File: src/rtl/maxpool2x2_packed4b_if.sv
// Memory-side bus of the 2x2 max-pool stage: one synchronous source read
// port and one destination write port, both word addressed.
interface maxpool2x2_packed4b_if #(
  parameter int AW = 12
);
  logic [AW-1:0] src_addr;
  logic          src_en;
  logic [31:0]   src_rdata;
  logic [AW-1:0] dst_addr;
  logic [31:0]   dst_wdata;
  logic          dst_en;
  logic [3:0]    dst_we;

  // Pooling engine side
  modport master (
    output src_addr, src_en, dst_addr, dst_wdata, dst_en, dst_we,
    input  src_rdata
  );

  // RAM side
  modport slave (
    input  src_addr, src_en, dst_addr, dst_wdata, dst_en, dst_we,
    output src_rdata
  );
endinterface

File: src/rtl/maxpool2x2_packed4b.sv
// 2x2 / stride-2 max-pool over 4-bit packed activation planes.
// Each output word is built from four source reads (T0, B0, T1, B1) and
// written in one cycle: 4 FETCH + 1 DRAIN + 1 WRITE = 6 cycles per word.
// Optional build macro: MAXPOOL_RELU_EN clamps negative pooled nibbles to 0.
module maxpool2x2_packed4b #(
  parameter int IM_W   = 32,
  parameter int IM_H   = 32,
  parameter int NUM_CH = 32,
  parameter int AW     = 12
) (
  input  logic clk,
  input  logic resetn,
  input  logic start,
  output logic busy,
  output logic done,
  maxpool2x2_packed4b_if.master bus
);

  localparam int ROW_WORDS = IM_W / 8;
  localparam int OW_N      = IM_W / 16;
  localparam int R_N       = IM_H / 2;
  localparam int OWW       = (OW_N   > 1) ? $clog2(OW_N)   : 1;
  localparam int RW        = (R_N    > 1) ? $clog2(R_N)    : 1;
  localparam int CHW       = (NUM_CH > 1) ? $clog2(NUM_CH) : 1;

  typedef enum logic [2:0] {S_IDLE, S_FETCH, S_DRAIN, S_WRITE, S_DONE} state_t;

  state_t         state;
  logic [1:0]     k;
  logic [OWW-1:0] ow;
  logic [RW-1:0]  r;
  logic [CHW-1:0] ch;
  logic [AW-1:0]  tbase;      // address of T0 for the current output word
  logic [31:0]    t0_w, b0_w, t1_w;

  logic last_ow, last_r, last_ch;
  assign last_ow = (ow == OWW'(OW_N - 1));
  assign last_r  = (r  == RW'(R_N - 1));
  assign last_ch = (ch == CHW'(NUM_CH - 1));

  // Read k of a word: bit0 selects the bottom row, bit1 the right-hand word.
  function automatic logic [AW-1:0] rd_addr(input logic [AW-1:0] base,
                                            input logic [1:0]    kk);
    rd_addr = base + (kk[0] ? AW'(ROW_WORDS) : '0) + {{(AW-1){1'b0}}, kk[1]};
  endfunction

  // Pool two vertically adjacent word pairs into one packed output word.
  function automatic logic [31:0] pool(input logic [31:0] t0, input logic [31:0] b0,
                                       input logic [31:0] t1, input logic [31:0] b1);
    logic [31:0]       t, b;
    logic signed [3:0] mx, c1, c2, c3;
    pool = '0;
    for (int n = 0; n < 8; n++) begin
      int m;
      m  = n % 4;
      t  = (n < 4) ? t0 : t1;
      b  = (n < 4) ? b0 : b1;
      mx = t[31-8*m -: 4];
      c1 = t[27-8*m -: 4];
      c2 = b[31-8*m -: 4];
      c3 = b[27-8*m -: 4];
      if (c1 > mx) mx = c1;
      if (c2 > mx) mx = c2;
      if (c3 > mx) mx = c3;
`ifdef MAXPOOL_RELU_EN
      if (mx < 0) mx = '0;
`else
`endif
      pool[31-4*n -: 4] = mx;
    end
  endfunction

  // Sequencer: counters, read addressing, slot capture and registered outputs.
  always_ff @(posedge clk or negedge resetn) begin
    if (!resetn) begin
      state         <= S_IDLE;
      k             <= '0;
      ow            <= '0;
      r             <= '0;
      ch            <= '0;
      tbase         <= '0;
      t0_w          <= '0;
      b0_w          <= '0;
      t1_w          <= '0;
      busy          <= 1'b0;
      done          <= 1'b0;
      bus.src_addr  <= '0;
      bus.src_en    <= 1'b0;
      bus.dst_addr  <= '0;
      bus.dst_wdata <= '0;
      bus.dst_en    <= 1'b0;
      bus.dst_we    <= '0;
    end else begin
      case (state)
        S_IDLE: begin
          done <= 1'b0;
          if (start) begin
            k            <= '0;
            ow           <= '0;
            r            <= '0;
            ch           <= '0;
            tbase        <= '0;
            bus.dst_addr <= '0;
            bus.src_addr <= '0;
            bus.src_en   <= 1'b1;
            busy         <= 1'b1;
            state        <= S_FETCH;
          end
        end
        S_FETCH: begin
          // Data for read k-1 is on src_rdata this cycle.
          case (k)
            2'd1:    t0_w <= bus.src_rdata;
            2'd2:    b0_w <= bus.src_rdata;
            2'd3:    t1_w <= bus.src_rdata;
            default: ;
          endcase
          if (k == 2'd3) begin
            bus.src_en <= 1'b0;
            state      <= S_DRAIN;
          end else begin
            k            <= k + 2'd1;
            bus.src_addr <= rd_addr(tbase, k + 2'd1);
          end
        end
        S_DRAIN: begin
          // B1 arrives now; fold it straight into the output word.
          bus.dst_wdata <= pool(t0_w, b0_w, t1_w, bus.src_rdata);
          bus.dst_en    <= 1'b1;
          bus.dst_we    <= 4'b1111;
          state         <= S_WRITE;
        end
        S_WRITE: begin
          bus.dst_en   <= 1'b0;
          bus.dst_we   <= '0;
          bus.dst_addr <= bus.dst_addr + AW'(1);
          // Past the last pair of a row the bottom row is skipped as well.
          tbase <= tbase + AW'(2) + (last_ow ? AW'(ROW_WORDS) : '0);
          ow    <= last_ow ? '0 : ow + OWW'(1);
          if (last_ow) begin
            r <= last_r ? '0 : r + RW'(1);
            if (last_r) ch <= last_ch ? '0 : ch + CHW'(1);
          end
          if (last_ow && last_r && last_ch) begin
            busy  <= 1'b0;
            done  <= 1'b1;
            state <= S_DONE;
          end else begin
            k            <= '0;
            bus.src_addr <= tbase + AW'(2) + (last_ow ? AW'(ROW_WORDS) : '0);
            bus.src_en   <= 1'b1;
            state        <= S_FETCH;
          end
        end
        S_DONE: begin
          done  <= 1'b0;
          state <= S_IDLE;
        end
        default: state <= S_IDLE;
      endcase
    end
  end

endmodule

File: src/flat_wrapper.sv
// flat-port wrapper written by rule: the top's interface ports become plain ports
module maxpool2x2_packed4b_flat 
#(
  parameter int IM_W   = 32,
  parameter int IM_H   = 32,
  parameter int NUM_CH = 32,
  parameter int AW     = 12
)
  (clk, resetn, start, busy, done, bus_src_addr, bus_src_en, bus_dst_addr, bus_dst_wdata, bus_dst_en, bus_dst_we, bus_src_rdata);
  maxpool2x2_packed4b_if #(.AW(AW)) bus_i ();
  input  logic clk;
  input  logic resetn;
  input  logic start;
  output logic busy;
  output logic done;
  output wire logic [$bits(bus_i.src_addr)-1:0] bus_src_addr;
  output wire logic [$bits(bus_i.src_en)-1:0] bus_src_en;
  output wire logic [$bits(bus_i.dst_addr)-1:0] bus_dst_addr;
  output wire logic [$bits(bus_i.dst_wdata)-1:0] bus_dst_wdata;
  output wire logic [$bits(bus_i.dst_en)-1:0] bus_dst_en;
  output wire logic [$bits(bus_i.dst_we)-1:0] bus_dst_we;
  input wire logic [$bits(bus_i.src_rdata)-1:0] bus_src_rdata;
  assign bus_src_addr = bus_i.src_addr;
  assign bus_src_en = bus_i.src_en;
  assign bus_dst_addr = bus_i.dst_addr;
  assign bus_dst_wdata = bus_i.dst_wdata;
  assign bus_dst_en = bus_i.dst_en;
  assign bus_dst_we = bus_i.dst_we;
  assign bus_i.src_rdata = bus_src_rdata;
  maxpool2x2_packed4b #(.IM_W(IM_W), .IM_H(IM_H), .NUM_CH(NUM_CH), .AW(AW)) u_core (.clk(clk), .resetn(resetn), .start(start), .busy(busy), .done(done), .bus(bus_i));
endmodule
File: config.mk
export PLATFORM = sky130hd
export DESIGN_NAME = maxpool2x2_packed4b_flat
export DESIGN_NICKNAME = d
export VERILOG_FILES = /design/src/rtl/maxpool2x2_packed4b_if.sv /design/src/rtl/maxpool2x2_packed4b.sv /design/src/flat_wrapper.sv
export SDC_FILE = /design/constraint.sdc
export NUM_CORES = 1
export LEC_CHECK = 0
export CAP_MARGIN = 40
export CORE_AREA = 2 2 145 147
export CTS_CLUSTER_DIAMETER = 40
export DETAILED_ROUTE_END_ITERATION = 6
export DIE_AREA = 0 0 147 149
export MAX_ROUTING_LAYER = met4
export PLACE_DENSITY = 0.76
export SYNTH_ARGS = -nofsm -noshare
export SYNTH_HDL_FRONTEND = slang
export SYNTH_SLANG_ARGS = --single-unit
File: constraint.sdc
create_clock -name clk -period 13.8 [get_ports clk]
set_clock_uncertainty 0.05 [all_clocks]
set_input_delay 2.76 -clock clk [delete_from_list [all_inputs] [get_ports clk]]
set_output_delay 2.76 -clock clk [all_outputs]
set_load 0.02 [all_outputs]
==> impl_results.md <==
- # port buffers: 98
- Hold crit path type: flop to flop
- Gp weighted congestion: 0.900
- Async SR Flop Fraction: 1.00
- Worst setup startpoint: bus_src_rdata[12]
- Initial antenna violation count: 0
- First-pass GRT wire length: 42700 µm
- Rel. slew slack: 0.407
- Syn Inst Count: 1198
- Avg Synthesized Cell Area: 9.17 µm²
- Crit path kind: input pin to flop
- Worst slack at placement: between 7 and 8 ns
- Post-Syn Nets: 1324
- GR Overflow Total: 0
- Initial Util: 0.534
- Synth Flop Type: dfrtp_1
- CTS Buf Count: 17
- Sink Count: 182
- Postcts setup bufs: 0
- Clk buf depth: 2
- Area leader, netlist: dfrtp_1
- Max-slew violations: 0
- DR WL/cell: 15.9 µm
- Antenna cells: 0
- Worst Path Required: 14.05 ns
- R2R cell count: 17
- Nets: 1407
- Post-CTS resize count: 0
- CTS Hold Bufs: 0
- Fin worst setup slack: 7.87 ns
- Crit-path max FO: 5
- Yosys cell types: 58
- Layout area overhead: 17.5%
- Layout cells sized above 1: 0.0896
- Fin Hold WS: 0.433 ns
- Max Freq: 0.169 GHz
- Worst path cell trace: clkdlybuf4s50_1 -> inv_1 -> ha_1 -> o21ai_0 -> a21oi_1 -> o311ai_1 -> mux2i_1 -> ha_1 -> nor2b_1 -> o21ai_0 -> a32oi_1 -> a21oi_1 -> and2_1 -> a21oi_1
- CP max stage cell: o311ai_1
- Final Hold Viols: 0
- Cell Rows: 53
- EDFF count, synth: 0
- Worst path bufs/invs: 2
- Sequential share of the synthesized area: 0.415
- Largest net degree at the start of global routing: between 100 and 150
- Tcrit/Tclk final: 0.430
- # setup viols final: 0
- Fillcell total: approximately 1700
- Startpoint types: input pin
- Critical Path AT: 6.18 ns
- Gr usage total: 0.245
- Run status: completed
- Yosys warning count: 0
- Top area cells in the synthesized netlist: dfrtp_1 41%, ha_1 10%, o21ai_0 7.0%
- Synthesized area: 11000 µm²
- Clk_lat worst skew: about 0.44 ns
- Residual DRC: 0
- CTS tree: yes
- Crit. End Element: flop
- Post-synth top area share: 0.415
- # IOs: 99
- Instance count on the critical path: 14
- DR vias/cell: 5.69
- H-tree depth: 4
- Sum Neg Setup Slack: 0 ns
- Drt pass-1 iters: 5
- Via count: 8922
- Worst-path clk slew: 0.06 ns
- DP HPWL: around 17000 µm
- Post-synthesis register bit count: 182
- Root Driver: clkbuf_16
- Crit-path most repeated cell: a21oi_1
- Antenna Nets Post-Route: 0
- Initial DRC count: 534
- Max Cap Viol: 0
- Crit path time final: between 5 and 6 ns
- Top delay family on crit path: compound AO/OA/AOI/OAI gates
- Routed WL: 25000 µm
- Unrepaired setup endpoints after global routing: no
- CP peak stage delay: between 0.6 and 0.7 ns
- Critical Path End: u_core.bus.dst_wdata[6]$_DFFE_PN0P_
- Worst Tran Pin Value: around 0.9 ns
- Die Wd: 147 µm
- Vias in the first global route: a little under 9000
- Die span in y: about 150 µm
- Register-to-register setup slack: approximately 9 ns
- Core Region: just over 20000 µm²
- Worst R2R End: u_core.bus.dst_wdata[18]$_DFFE_PN0P_
- Full die area: 21900 µm²
- RR Startpoint: u_core.t0_w[1]$_DFFE_PN0P_
metal layers:
layer	vias up	global-route usage	part of all wire
met2	177	0.410	0.49
met5	-	-	0
met1	4337	0.314	0.47
met3	21	0.0364	0.037
met4	0	0.0678	0.0098
li1	4387	-	-
through the flow:
| step | instances | util | instance area, µm² |
|---|---|---|---|
| global route | 1569 | 0.628 | 12900 |
| floorplan | 1198 | - | 11000 |
| detailed placement | 1537 | 0.598 | 12300 |
| CTS | 1569 | 0.628 | 12900 |
| finish | 1569 | 0.628 | 12900 |
| global placement | 1533 | 0.593 | 12200 |
cell usage after synthesis, types with 5 or more instances:
| master | n |
|---|---|
| clkbuf_1 | 42 |
| a22o_1 | 6 |
| dfrtp_1 | 182 |
| or3_1 | 21 |
| nand3_1 | 20 |
| o22ai_1 | 7 |
| o21ai_0 | 153 |
| xor2_1 | 10 |
| nand2_1 | 166 |
| nand4_1 | 6 |
| a31oi_1 | 10 |
| inv_1 | 88 |
| ha_1 | 90 |
| a211oi_1 | 5 |
| a21o_1 | 6 |
| nor2b_1 | 20 |
| xnor2_1 | 14 |
| o31ai_1 | 15 |
| and3_1 | 15 |
| nand2b_1 | 9 |
| a21oi_1 | 69 |
| mux2_2 | 47 |
| mux2i_1 | 36 |
| a32oi_1 | 8 |
| nor3_1 | 20 |
| nor2_1 | 66 |
| and2_1 | 6 |
worst min path at each step:
stage	start	end	depth (start not counted)
4_1_cts	u_core.bus.dst_wdata[18]$_DFFE_PN0P_	u_core.bus.dst_wdata[18]$_DFFE_PN0P_	2
3_3_place_gp	u_core.bus.dst_wdata[18]$_DFFE_PN0P_	u_core.bus.dst_wdata[18]$_DFFE_PN0P_	2
3_5_place_dp	u_core.bus.dst_wdata[30]$_DFFE_PN0P_	u_core.bus.dst_wdata[30]$_DFFE_PN0P_	2
5_1_grt	u_core.bus.dst_wdata[18]$_DFFE_PN0P_	u_core.bus.dst_wdata[18]$_DFFE_PN0P_	2
2_1_floorplan	u_core.tbase[11]$_DFFE_PN0P_	u_core.tbase[11]$_DFFE_PN0P_	1
6_report	u_core.bus.dst_wdata[18]$_DFFE_PN0P_	u_core.bus.dst_wdata[18]$_DFFE_PN0P_	2
cells in the final DEF, fill, tap and decap left out, types with 18 or more instances in the layout:
cell type	Yosys	routed
dfrtp_1	182	182
nand2_1	166	166
o21ai_0	153	153
clkdlybuf4s50_1	0	97
ha_1	90	90
inv_1	88	88
a21oi_1	69	69
nor2_1	66	66
mux2_2	47	47
mux2i_1	36	36
or3_1	21	21
nor2b_1	20	20
nand3_1	20	20
nor3_1	20	18
flip-flops by register name (all words and copies together) (netlist names):
| signal | count |
|---|---|
| u_core.ch | 5 |
| u_core.t1_w | 32 |
| u_core.state | 3 |
| u_core.busy | 1 |
| u_core.bus.src_addr | 12 |
| u_core.bus.dst_wdata | 32 |
| u_core.tbase | 11 |
| u_core.k | 2 |
| u_core.last_ow | 1 |
| u_core.bus.dst_addr | 12 |
| u_core.b0_w | 32 |
| u_core.r | 4 |
| u_core.t0_w | 32 |
| u_core.bus.dst_we | 1 |
| u_core.done | 1 |
| u_core.bus.src_en | 1 |
worst reg2reg max path, stage by stage (launching register included):
cell	delay, ns
dfrtp_1	0.40
ha_1	0.31
nor2b_1	0.13
or4_1	0.45
a31oi_4	0.28
o21ai_0	0.18
ha_1	0.37
o21ai_0	0.10
a221o_1	0.32
a211oi_2	0.36
mux2i_1	0.30
ha_1	0.28
nor2b_1	0.13
o21ai_0	0.17
a32oi_1	0.09
a21oi_1	0.35
mux2_2	0.39
o21ai_0	0.14
kinds of logic (layout without fill, tap and decap cells):
logic type / Yosys count / count (layout) / share of synthesized area
mux: 87 / 87 / 0.0862
xor+xnor: 24 / 24 / 0.0191
compound gates: 313 / 313 / 0.174
flops: 182 / 182 / 0.415
fa+ha+maj: 93 / 93 / 0.106
buf+inv: 135 / 231 / 0.0475
simple gates: 363 / 363 / 0.152
other cells: 1 / 1 / 0.000341
cell type report:
cell class,instances,area (µm²),area share
inverters,88,330,0.0256
repair buffers,111,1140,0.0884
flip-flops and latches,182,4550,0.353
clock buffers,24,492,0.0381
well taps,275,344,0.0267
clock inverters,8,120,0.00931
multi-input cells,881,5920,0.459
Power is not shown: default switching activity piles up to over one toggle a cycle in this logic, so the estimate is an artifact.
